<file path="src/rtl/regbank_sp_gen.sv">
// Register bank with hard-wired r0, NUM_REGS-1 general registers and a bounded
// stack pointer at index NUM_REGS; two combinational read ports, one write port.
module regbank_sp_gen #(
  parameter int unsigned DATA_W   = 32,
  parameter int unsigned ADDR_W   = 5,
  parameter int unsigned NUM_REGS = 16,
  parameter int unsigned SP_RESET = 900,
  parameter int unsigned SP_STEP  = 4,
  parameter int unsigned SP_MIN   = 0,
  parameter int unsigned SP_MAX   = 4092,
  parameter int unsigned BYPASS   = 1
) (
  input  logic              clk,
  input  logic              rst,
  input  logic [ADDR_W-1:0] rd1,
  input  logic [ADDR_W-1:0] rd2,
  input  logic              re1,
  input  logic              re2,
  output logic [DATA_W-1:0] data_out1,
  output logic [DATA_W-1:0] data_out2,
  input  logic [ADDR_W-1:0] wr,
  input  logic              we,
  input  logic [DATA_W-1:0] data_in,
  input  logic [1:0]        incdec,
  output logic [DATA_W-1:0] sp_out,
  output logic              sp_ovf,
  output logic              sp_unf,
  input  logic              flag_clr
);

  localparam int unsigned NUM_ADDR = 2 ** ADDR_W;
  localparam logic [ADDR_W-1:0] SP_IDX = ADDR_W'(NUM_REGS);

  logic [DATA_W-1:0] regs [1:NUM_REGS-1];
  logic [DATA_W-1:0] sp;
  logic [DATA_W-1:0] view [0:NUM_ADDR-1];

  logic              wr_valid;
  logic              sp_wr;
  logic              hit1;
  logic              hit2;
  logic [DATA_W:0]   sp_inc_ext;
  logic              inc_refuse;
  logic              dec_refuse;
  logic [DATA_W-1:0] sp_next;
  logic              ovf_set;
  logic              unf_set;

  // Flat read view: r0 and addresses above SP read as zero.
  for (genvar g = 0; g < NUM_ADDR; g++) begin : g_view
    if (g == 0) begin : g_zero
      assign view[g] = {DATA_W{1'b0}};
    end else if (g < NUM_REGS) begin : g_gpr
      assign view[g] = regs[g];
    end else if (g == NUM_REGS) begin : g_sp
      assign view[g] = sp;
    end else begin : g_oob
      assign view[g] = {DATA_W{1'b0}};
    end
  end

  assign wr_valid = we && (wr != {ADDR_W{1'b0}}) && (wr <= SP_IDX);
  assign sp_wr    = we && (wr == SP_IDX);
  assign hit1     = (BYPASS != 0) && wr_valid && (wr == rd1);
  assign hit2     = (BYPASS != 0) && wr_valid && (wr == rd2);

  // Read ports: gated to zero when disabled, forward write data on an address match.
  always_comb begin
    data_out1 = {DATA_W{1'b0}};
    data_out2 = {DATA_W{1'b0}};
    if (re1) begin
      data_out1 = hit1 ? data_in : view[rd1];
    end else begin
      data_out1 = {DATA_W{1'b0}};
    end
    if (re2) begin
      data_out2 = hit2 ? data_in : view[rd2];
    end else begin
      data_out2 = {DATA_W{1'b0}};
    end
  end

  // Bound checks are done one bit wider so SP near the top of the range cannot wrap.
  assign sp_inc_ext = {1'b0, sp} + (DATA_W+1)'(SP_STEP);
  assign inc_refuse = sp_inc_ext > (DATA_W+1)'(SP_MAX);
  assign dec_refuse = {1'b0, sp} < ((DATA_W+1)'(SP_MIN) + (DATA_W+1)'(SP_STEP));

  // Next SP value: direct write beats inc/dec; refused ops hold SP and raise a flag.
  always_comb begin
    sp_next = sp;
    ovf_set = 1'b0;
    unf_set = 1'b0;
    if (sp_wr) begin
      sp_next = data_in;
    end else begin
      case (incdec)
        2'b01: begin
          if (inc_refuse) begin
            ovf_set = 1'b1;
          end else begin
            sp_next = sp_inc_ext[DATA_W-1:0];
          end
        end
        2'b10: begin
          if (dec_refuse) begin
            unf_set = 1'b1;
          end else begin
            sp_next = sp - DATA_W'(SP_STEP);
          end
        end
        default: sp_next = sp;
      endcase
    end
  end

  // General-register storage.
  always_ff @(posedge clk or posedge rst) begin
    if (rst) begin
      for (int i = 1; i < int'(NUM_REGS); i++) begin
        regs[i] <= {DATA_W{1'b0}};
      end
    end else begin
      for (int i = 1; i < int'(NUM_REGS); i++) begin
        if (we && (wr == ADDR_W'(i))) begin
          regs[i] <= data_in;
        end
      end
    end
  end

  // SP and sticky flags; a new refusal wins over a same-cycle clear.
  always_ff @(posedge clk or posedge rst) begin
    if (rst) begin
      sp     <= DATA_W'(SP_RESET);
      sp_ovf <= 1'b0;
      sp_unf <= 1'b0;
    end else begin
      sp     <= sp_next;
      sp_ovf <= ovf_set | (sp_ovf & ~flag_clr);
      sp_unf <= unf_set | (sp_unf & ~flag_clr);
    end
  end

  assign sp_out = sp;

endmodule

</file>
<file path="config.mk">
export PLATFORM = sky130hd
export DESIGN_NAME = regbank_sp_gen
export DESIGN_NICKNAME = d
export VERILOG_FILES = /design/src/rtl/regbank_sp_gen.sv
export SDC_FILE = /design/constraint.sdc
export NUM_CORES = 1
export LEC_CHECK = 0
export BUFFER_PORTS_ARGS = -buffer_cell sky130_fd_sc_hd__buf_2
export CAP_MARGIN = 20
export CORE_ASPECT_RATIO = 1.25
export CORE_MARGIN = 3
export CORE_UTILIZATION = 30
export CTS_BUF_LIST = sky130_fd_sc_hd__clkbuf_16
export CTS_CLUSTER_DIAMETER = 50
export CTS_CLUSTER_SIZE = 20
export DETAILED_ROUTE_END_ITERATION = 16
export PLACE_DENSITY = 0.52
export SLEW_MARGIN = 20
export SYNTH_ARGS = -nofsm -noshare
export SYNTH_HDL_FRONTEND = slang
export SYNTH_SLANG_ARGS = --single-unit
</file>
<file path="constraint.sdc">
create_clock -name clk -period 27.9 [get_ports clk]
set_input_delay 4.185 -clock clk [delete_from_list [all_inputs] [get_ports clk]]
set_output_delay 4.185 -clock clk [all_outputs]
set_load 0.05 [all_outputs]
</file>
Word-level counts from Yosys, hierarchy flattened. Cells that the tools add are included.

Bits in registers: 514. Output and inout port bits: 98. Logic and storage cells: 97.

Add/sub/neg operators: 2. Magnitude comparators: 5. Equality and inequality tests: 22. Mux-type cells: 20. Bitwise logic cells: 7. Reductions and logical operators: 23.

Operators with widths (count): $mux W32 (11); $bmux W32 S5 (2); $pmux W32 S2 (1); $eq A5 B4 Y1 const B (8); $add A32 B3 Y33 const B (1); $gt A33 B12 Y1 const B (1); $lt A32 B3 Y1 const B (1); $sub A32 B3 Y32 const B (1); $eq A5 B3 Y1 const B (4); $logic_and A1 B1 Y1 (20); $ge A6 B6 Y1 const B (2); $not A5 Y6 (2); $eq A5 B2 Y1 const B (2); $eq A5 B5 Y1 (2); $mux W1 (6); $ne A3 B3 Y1 const B (2); $eq A5 B1 Y1 const B (1); $eq A5 B5 Y1 const B (1); $le A5 B5 Y1 const B (1); $reduce_bool A5 Y1 (1); $reduce_and A3 Y1 (1); $reduce_bool A3 Y1 (1); $and A1 B1 Y1 (2); $eq A2 B1 Y1 const B (1); 3 further kinds (4).

Logic depth before layout (Yosys ltp). Gate-level depths: netlist of the first run.

Depth in word-level cells: 6. Mapped depth: 12.

Worst setup path before layout of the first run. OpenSTA, ideal clock, no wires.

Path kind: input to output. Start: in rd1[0]. End: out data_out1[26]. Arrival: 6.729 ns. Required time: 23.715 ns. Slack: 16.986 ns. Stages: 8. Cell sequence: clkbuf_1 buf_2 clkbuf_1 xor2_1 or4_1 clkbuf_1 clkbuf_1 a21oi_1.

Word-level cells in the longest chain between the ends: 6. Elaborated cells on any way between the ends: 8.

Ends and longest elaborated chain: from (decl) (RTL line 15) `input logic [ADDR_W-1:0] rd1,`; $not A5 Y6 (not written as such) (RTL line 72) `data_out1 = hit1 ? data_in : view[rd1];`; $bmux W32 S5 (RTL line 72); $mux W32 (not written as such) (2 in series) (RTL line 72); $mux W32 (*) (RTL line 72); $mux W32 (*) (RTL line 71) `if (re1) begin`; to (decl) (RTL line 19) `output logic [DATA_W-1:0] data_out1,`.

Mark *: on every way between the ends. The rest lies on a longest branch, timed or not. The select of a mux whose other input is x is not followed.

Worst setup path after layout of the first run.
Start: in rd1[1]. End: out data_out1[5].

Same word-level chain as after synthesis.

==> results of run 1 <==
-- state kept, by name, indices dropped and copies added (netlist names) --
register / cells
sp_unf: 1
sp_ovf: 1
sp_out: 32
regs: 480
-- cell usage in the layout (no fill, tap or decap), types with 7 or more instances in the layout --
master       n
mux2_2     543
dfrtp_1    510
mux4_2     251
buf_2      146
nand2_1    142
o211a_1     61
a22o_1      56
clkbuf_16   56
nand3_1     53
nor2_1      43
buf_4       42
a21oi_1     35
a22oi_1     32
o21ai_0     27
nor3_1      25
nand4_1     15
xnor2_1     15
nor4_1      14
inv_1       13
mux2i_1     12
and3_1      12
a31oi_1     11
o22ai_1     10
nor3b_1      8
nand2b_1     8
o221a_2      8
inv_6        8
clkinv_1     8
nand2_4      7
a32oi_1      7
and4_1       7
or4_1        7
or3_1        7
o221ai_1     7
-- path summary, 6_finish.rpt --
check / to / slack [ns]
min in group asynchronous: regs[176] / 3.75
worst min-delay path: regs[166] / 0.52
worst max-delay path: data_out1[5] / 16.07
worst max register to register: sp_out[23] / 23.42
max in group asynchronous: sp_out[3] / 21.77
worst min register to register: regs[166] / 0.52
-- cell families after synthesis --
family / count (synthesis) / share of synthesized area
AOI/OAI and AO/OA: 316 / 0.08318
xor gates and xnor gates: 21 / 0.006035
muxes: 806 / 0.3901
DFF: 514 / 0.4222
adders and majority gates: 3 / 0.001232
and+or+nand+nor: 385 / 0.06191
buffers and inverters: 276 / 0.03535
-- metal layers --
metal	global-route usage	share of wire	up-vias
met5	0	0.00012	-
met1	0.2711	0.41	11992
met4	0.08254	0.041	2
li1	-	-	8981
met3	0.03376	0.060	205
met2	0.3515	0.49	842
-- report_power, final --
part           switching [W]  internal (W)  leakage [nW]
Combinational       0.000280      0.000313          7.49
Sequential          0.000140      0.000890          6.54
Clock               0.000355      0.000425         0.919
-- area by class of cell --
class / count / area [µm²]
antenna: 1 / 2.502
inverter: 13 / 56.30
sequential: 514 / 12870
clock inverter: 46 / 508.0
clock buffer: 56 / 1401
timing repair buffer: 193 / 1107
fill: 9735 / 66420
tap: 1320 / 1652
multi-input combinational: 1531 / 16670
-- critical path: stages --
cell	delay [ns]
buf_6	0.47
buf_4	0.82
mux4_2	0.60
mux4_2	0.49
a32oi_1	0.56
a21oi_1	0.19
buf_2	0.27
-- through the flow --
step | util | total power (W)
global placement | 0.3213 | 0.001606
finish | 0.3403 | 0.002404
detailed placement | 0.3213 | 0.001635
global route | 0.3403 | 0.002506
CTS | 0.3402 | 0.002418
floorplan | - | 0.001457
==> run metrics, run 1 <==
Initial DRC Count=1908; post-synth top area cell=dfrtp_1; mapped cell area=30480 µm²; Seq/Total Area, Yosys=0.4222; final hold violation count=0; final cell count without fillers=3674; cell leakage power=14.95 nW; MaxCap Viol Count=0; share of cells above drive strength 1=0.4794; most common cell in the netlist=mux2_2; Post-synth ARST share=1.000; DRT antenna net count=0; design area=34260 µm²; CTS Buffer Depth=3; vias in the first global route=23433; total CTS buffers=55; DRC=0; crit path launch=rd1[1]; CP required=23.72 ns; Setup WS post-layout=16.07 ns; CTS tree=done; post-place setup slack=16.07 ns; drt first pass iters=5; Vias/cell=5.994; WL/cell=30.58 µm; Site Rows=130; crit path capture type=output pin; syn_nets=2379; Placeable Area=100700 µm²; Syn Inst Count=2321; Post-CTS Setup Bufs=0; unrepaired setup endpoints after global routing=false; htree depth=2; Ports=153; fin crit share=0.4239; Slew HR=0.3006; clock root buffer=clkbuf_16; Worst-Margin Slew=1.046 ns; die area=105500 µm²; Yosys Warn Count=0; Hold Crit Depth=1; Crit Path Max Fanout=50; placed cells=3571; CTS clk-pin slew, worst paths=0.06 ns; critical path type=in -> out; # clock sinks=514; Worst Reg-to-Reg Cells=9; Setup TNS Final=0 ns; Pins Over Slew Limit=0; Hold Buf Count CTS=0; Min-Delay Path Class=reg -> reg; average size of a mapped cell=13.13 µm²; placed inst area=32340 µm²; peak supply drop=0.04761 mV; maximum clock frequency=84.55 MHz; share of the synthesized area in the top cell type=0.4188; ranking of synthesized cells by area=dfrtp_1 42%, mux2_2 20%, mux4_2 19%; # port buffers=152; most common library cells after synthesis=543 x mux2_2, 510 x dfrtp_1, 251 x mux4_2, 158 x clkbuf_1, 150 x nand2_1; number of gates resized after cts=0; largest net degree at the start of global routing=123; Synth Register Bits=514; global-route wire length before repair=165400 µm; Final HPWL DP=66400 µm; Post-synth EDFFs=0; synthesis-to-layout area growth=12.43%; Fin Hold WS=0.5211 ns; Die Y=362.3 µm; Reg-to-Reg Start=sp_out[2]; status=complete, no violations; type of origin of the critical path=input pin; Clk Latency, worst-skew pair=0.65 ns; Die W=291.1 µm; Main synth FF type=dfrtp_1; Final nets=2366; worst clock skew=0.03843 ns; initial antenna violation count=3; Final GP Congestion=0.8859; WL final=112300 µm; Worst Hold Launch=regs[166]; post-synthesis cell type count=74; Initial Util=0.3027; grt total ovfl=0; final setup violation count=0; Final min period=11.83 ns; PwrDens=70.15 nW/µm²; total number of vias=22022; Tot GR Track Use=0.2096; WP data arrival=7.64 ns
Power figures use the tool's default switching activity.
==> inputs of run 2 (changes only) <==
--- a/config.mk
+++ b/config.mk
@@ -5,6 +5,7 @@
 export SDC_FILE = /design/constraint.sdc
 export NUM_CORES = 1
 export LEC_CHECK = 0
+export ABC_AREA = 1
 export BUFFER_PORTS_ARGS = -buffer_cell sky130_fd_sc_hd__buf_2
 export CAP_MARGIN = 20
 export CORE_ASPECT_RATIO = 1.25
==> constraint.sdc (replaced) <==
create_clock -name clk -period 11.15 [get_ports clk]
set_input_delay 1.6725 -clock clk [delete_from_list [all_inputs] [get_ports clk]]
set_output_delay 1.6725 -clock clk [all_outputs]
set_load 0.05 [all_outputs]
==> run 2 against run 1 <==
Net effect:
- cell count is 55% higher
- worst hold slack worse by 0.035 ns
- sequential share of layout area rose by 0.13 points
- first-iteration DRC count up 100%
- critical path type unchanged
- combinational power rose to 2.7 times the previous value
- die area rose by 1.2%
- cell area is 0.35% lower
- clock skew decreased by 0.017 ns
- via count rose by 45%
- largest power group unchanged
==> run metrics, run 2 <==
ranking of synthesized cells by area=dfrtp_1 41%, o21ai_0 15%, nand2_1 13%; switch share=0.3863 (+0.06366); number of gates resized after cts=0 (unchanged); cell leakage power=15.03 nW (+0.55%); Hold Buf Count CTS=0 (unchanged); total number of vias=31962 (+45%); Setup WS post-layout=4.172 ns (-11.90 ns); crit path capture type=output pin; Vias/cell=5.626 (-6.1%); Synth Register Bits=514 (unchanged); Final GP Congestion=0.9938 (+12%); final setup violation count=0 (unchanged); critical path type=in -> out; Yosys Warn Count=0 (unchanged); CTS tree=done; unrepaired setup endpoints after global routing=false; Syn Inst Count=4441 (+91%); WP data arrival=5.31 ns (-2.33 ns); Setup TNS Final=0 ns (unchanged); Comb power frac=0.257 (+0.010); syn_nets=4499 (+89%); Pins Over Slew Limit=0 (unchanged); Clk network pwr share=0.321 (-0.004); Biggest register=regs; commonest cells after routing, fill and taps aside=1086 x nand2_1, 899 x o21ai_0, 510 x dfrtp_1; Initial DRC Count=3860 (+100%); Initial Util=0.3049 (+0.002188); largest net degree at the start of global routing=143 (+16%); average size of a mapped cell=6.945 µm² (-47%); most common cell in the netlist=nand2_1; status=complete, no violations; Site Rows=130 (unchanged); Compound-Gate Fraction of Synth Area=0.2659 (+0.1827); CP required=9.48 ns (-14.24 ns); share of the synthesized area in the top cell type=0.4138 (-0.005011); simple logic cell fraction of the synthesized area=0.2273 (+0.1654); global-route wire length before repair=199200 µm (+20%); placed inst area=32280 µm² (-0.19%); htree depth=2 (unchanged); design area=34140 µm² (-0.35%); commonest non-fill, non-tap cell in the layout=nand2_1; post-synthesis cell type count=49 (-34%); PwrDens=179.4 nW/µm² (+160%); fin crit share=0.6259; post-synth top area cell=dfrtp_1; DRC=0 (unchanged); drt first pass iters=6 (+1); Pint=0.003759 W (+130%); end-of-flow core utilization=0.3375 (-0.002841); Placeable Area=101200 µm² (+0.48%); Slew HR=0.1468 (-0.1538); sw power=0.002366 W (+210%); Min-Delay Path Class=reg -> reg; CTS Buffer Depth=3 (unchanged); worst clock skew=0.02137 ns (-0.01706 ns); maximum clock frequency=143.3 MHz; die area=106700 µm² (+1.2%); Seq/Total Area, Yosys=0.4172 (-0.005053); # port buffers=152 (unchanged); synthesis-to-layout area growth=10.69%; Post-CTS Setup Bufs=0 (unchanged); most common library cells after synthesis=1101 x nand2_1, 899 x o21ai_0, 510 x dfrtp_1, 433 x a21oi_1, 314 x clkbuf_1; total power=0.006126 W (+150%); portion of netlist area occupied by mux cells=0 (-0.3901); share of cells above drive strength 1=0.08486 (-0.3945); post-synthesis xor/xnor area fraction=0.006247 (+0.0002117); WL/cell=23.88 µm (-22%); Worst-Margin Slew=1.268 ns (+0.2221 ns); DRT antenna net count=0 (unchanged); Final min period=6.978 ns; Ports=153 (unchanged); adder-cell share of the synthesized area=0.001217 (-0.00001474); clock root buffer=clkbuf_16; Clk Latency, worst-skew pair=0.64 ns (about the same); Tot GR Track Use=0.2468 (+0.03718); largest family of logic cells by synthesized area=compound AO/OA/AOI/OAI gates; Main synth FF type=dfrtp_1; Final HPWL DP=83510 µm (+26%); Final nets=4376 (+85%); initial antenna violation count=4 (+1); total CTS buffers=52 (-5.5%); Flop pwr share=0.421 (-0.008); type of origin of the critical path=input pin; CTS clk-pin slew, worst paths=0.07 ns (about the same); grt total ovfl=0 (unchanged); vias in the first global route=29162 (+24%); Die Y=364.5 µm (+0.59%); mapped cell area=30840 µm² (+1.2%); WL final=135700 µm (+21%); Post-synth ARST share=1.000 (unchanged); Crit Path Max Fanout=111 (+120%); MaxCap Viol Count=0 (unchanged); max reg flops=480 (unchanged); peak supply drop=0.1140 mV (+140%); # clock sinks=514 (unchanged); final hold violation count=0 (unchanged); post-place setup slack=4.251 ns (-11.82 ns); Post-synth EDFFs=0 (unchanged); Die W=292.8 µm (+0.59%)
-- run 2: layout make-up --
type,count,area (µm²)
antenna,1,2.502
clock buffer,53,1326
clock inverter,43,528.0
fill,10922,67030
inverter,263,1008
multi-input combinational,3276,15500
sequential,514,12870
tap,1320,1652
timing repair buffer,211,1252
-- run 2: final timing paths --
| check | from | slack (ns) | endpoint | cells after the start |
|---|---|---|---|---|
| max | rd2[0] | 4.17 | data_out2[24] | 10 |
| min in group asynchronous | rst | 1.29 | regs[317] | 3 |
| min reg2reg | regs[112] | 0.49 | regs[112] | 2 |
| min | regs[112] | 0.49 | regs[112] | 2 |
| max in group asynchronous | rst | 7.81 | regs[405] | 5 |
| max reg2reg | sp_out[3] | 7.09 | sp_out[27] | 13 |
-- run 2: critical path: stages --
cell      delay [ns]
clkbuf_8        0.36
inv_6           0.72
buf_4           0.79
nor2_1          0.08
a21oi_1         0.15
o21ai_0         0.11
o211ai_1        0.46
a41oi_1         0.22
nor2_1          0.30
buf_2           0.33
-- run 2: power groups by stage --
stage	clock, W	sequential (W)	combinational (W)
2_1_floorplan	0	0.00259	0.00105
3_3_place_gp	0	0.00260	0.00154
3_5_place_dp	0	0.00260	0.00156
4_1_cts	0.00200	0.00257	0.00156
5_1_grt	0.00207	0.00262	0.00176
6_report	0.00197	0.00258	0.00158
-- run 2: cell families after synthesis --
kind of cell	Yosys count
simple gates	1712
compound gates	1539
buf+inv	651
flops	514
xor+xnor	22
fa+ha+maj	3
-- run 2: per-layer routing --
layer	wire length, µm	track usage	share of wire	vias up
li1	-	-	-	14735
met5	38	0	0.00028	-
met2	61390	0.3997	0.45	1520
met4	5267	0.09336	0.039	6
met3	11920	0.03908	0.088	263
met1	57060	0.3321	0.42	15438
-- run 2: per-stage QoR --
step / cells / hold slack [ns]
floorplan: 4441 / 0.4530
global placement: 5584 / 0.4659
detailed placement: 5584 / 0.4726
CTS: 5680 / 0.4900
global route: 5680 / 0.5025
finish: 5681 / 0.4857
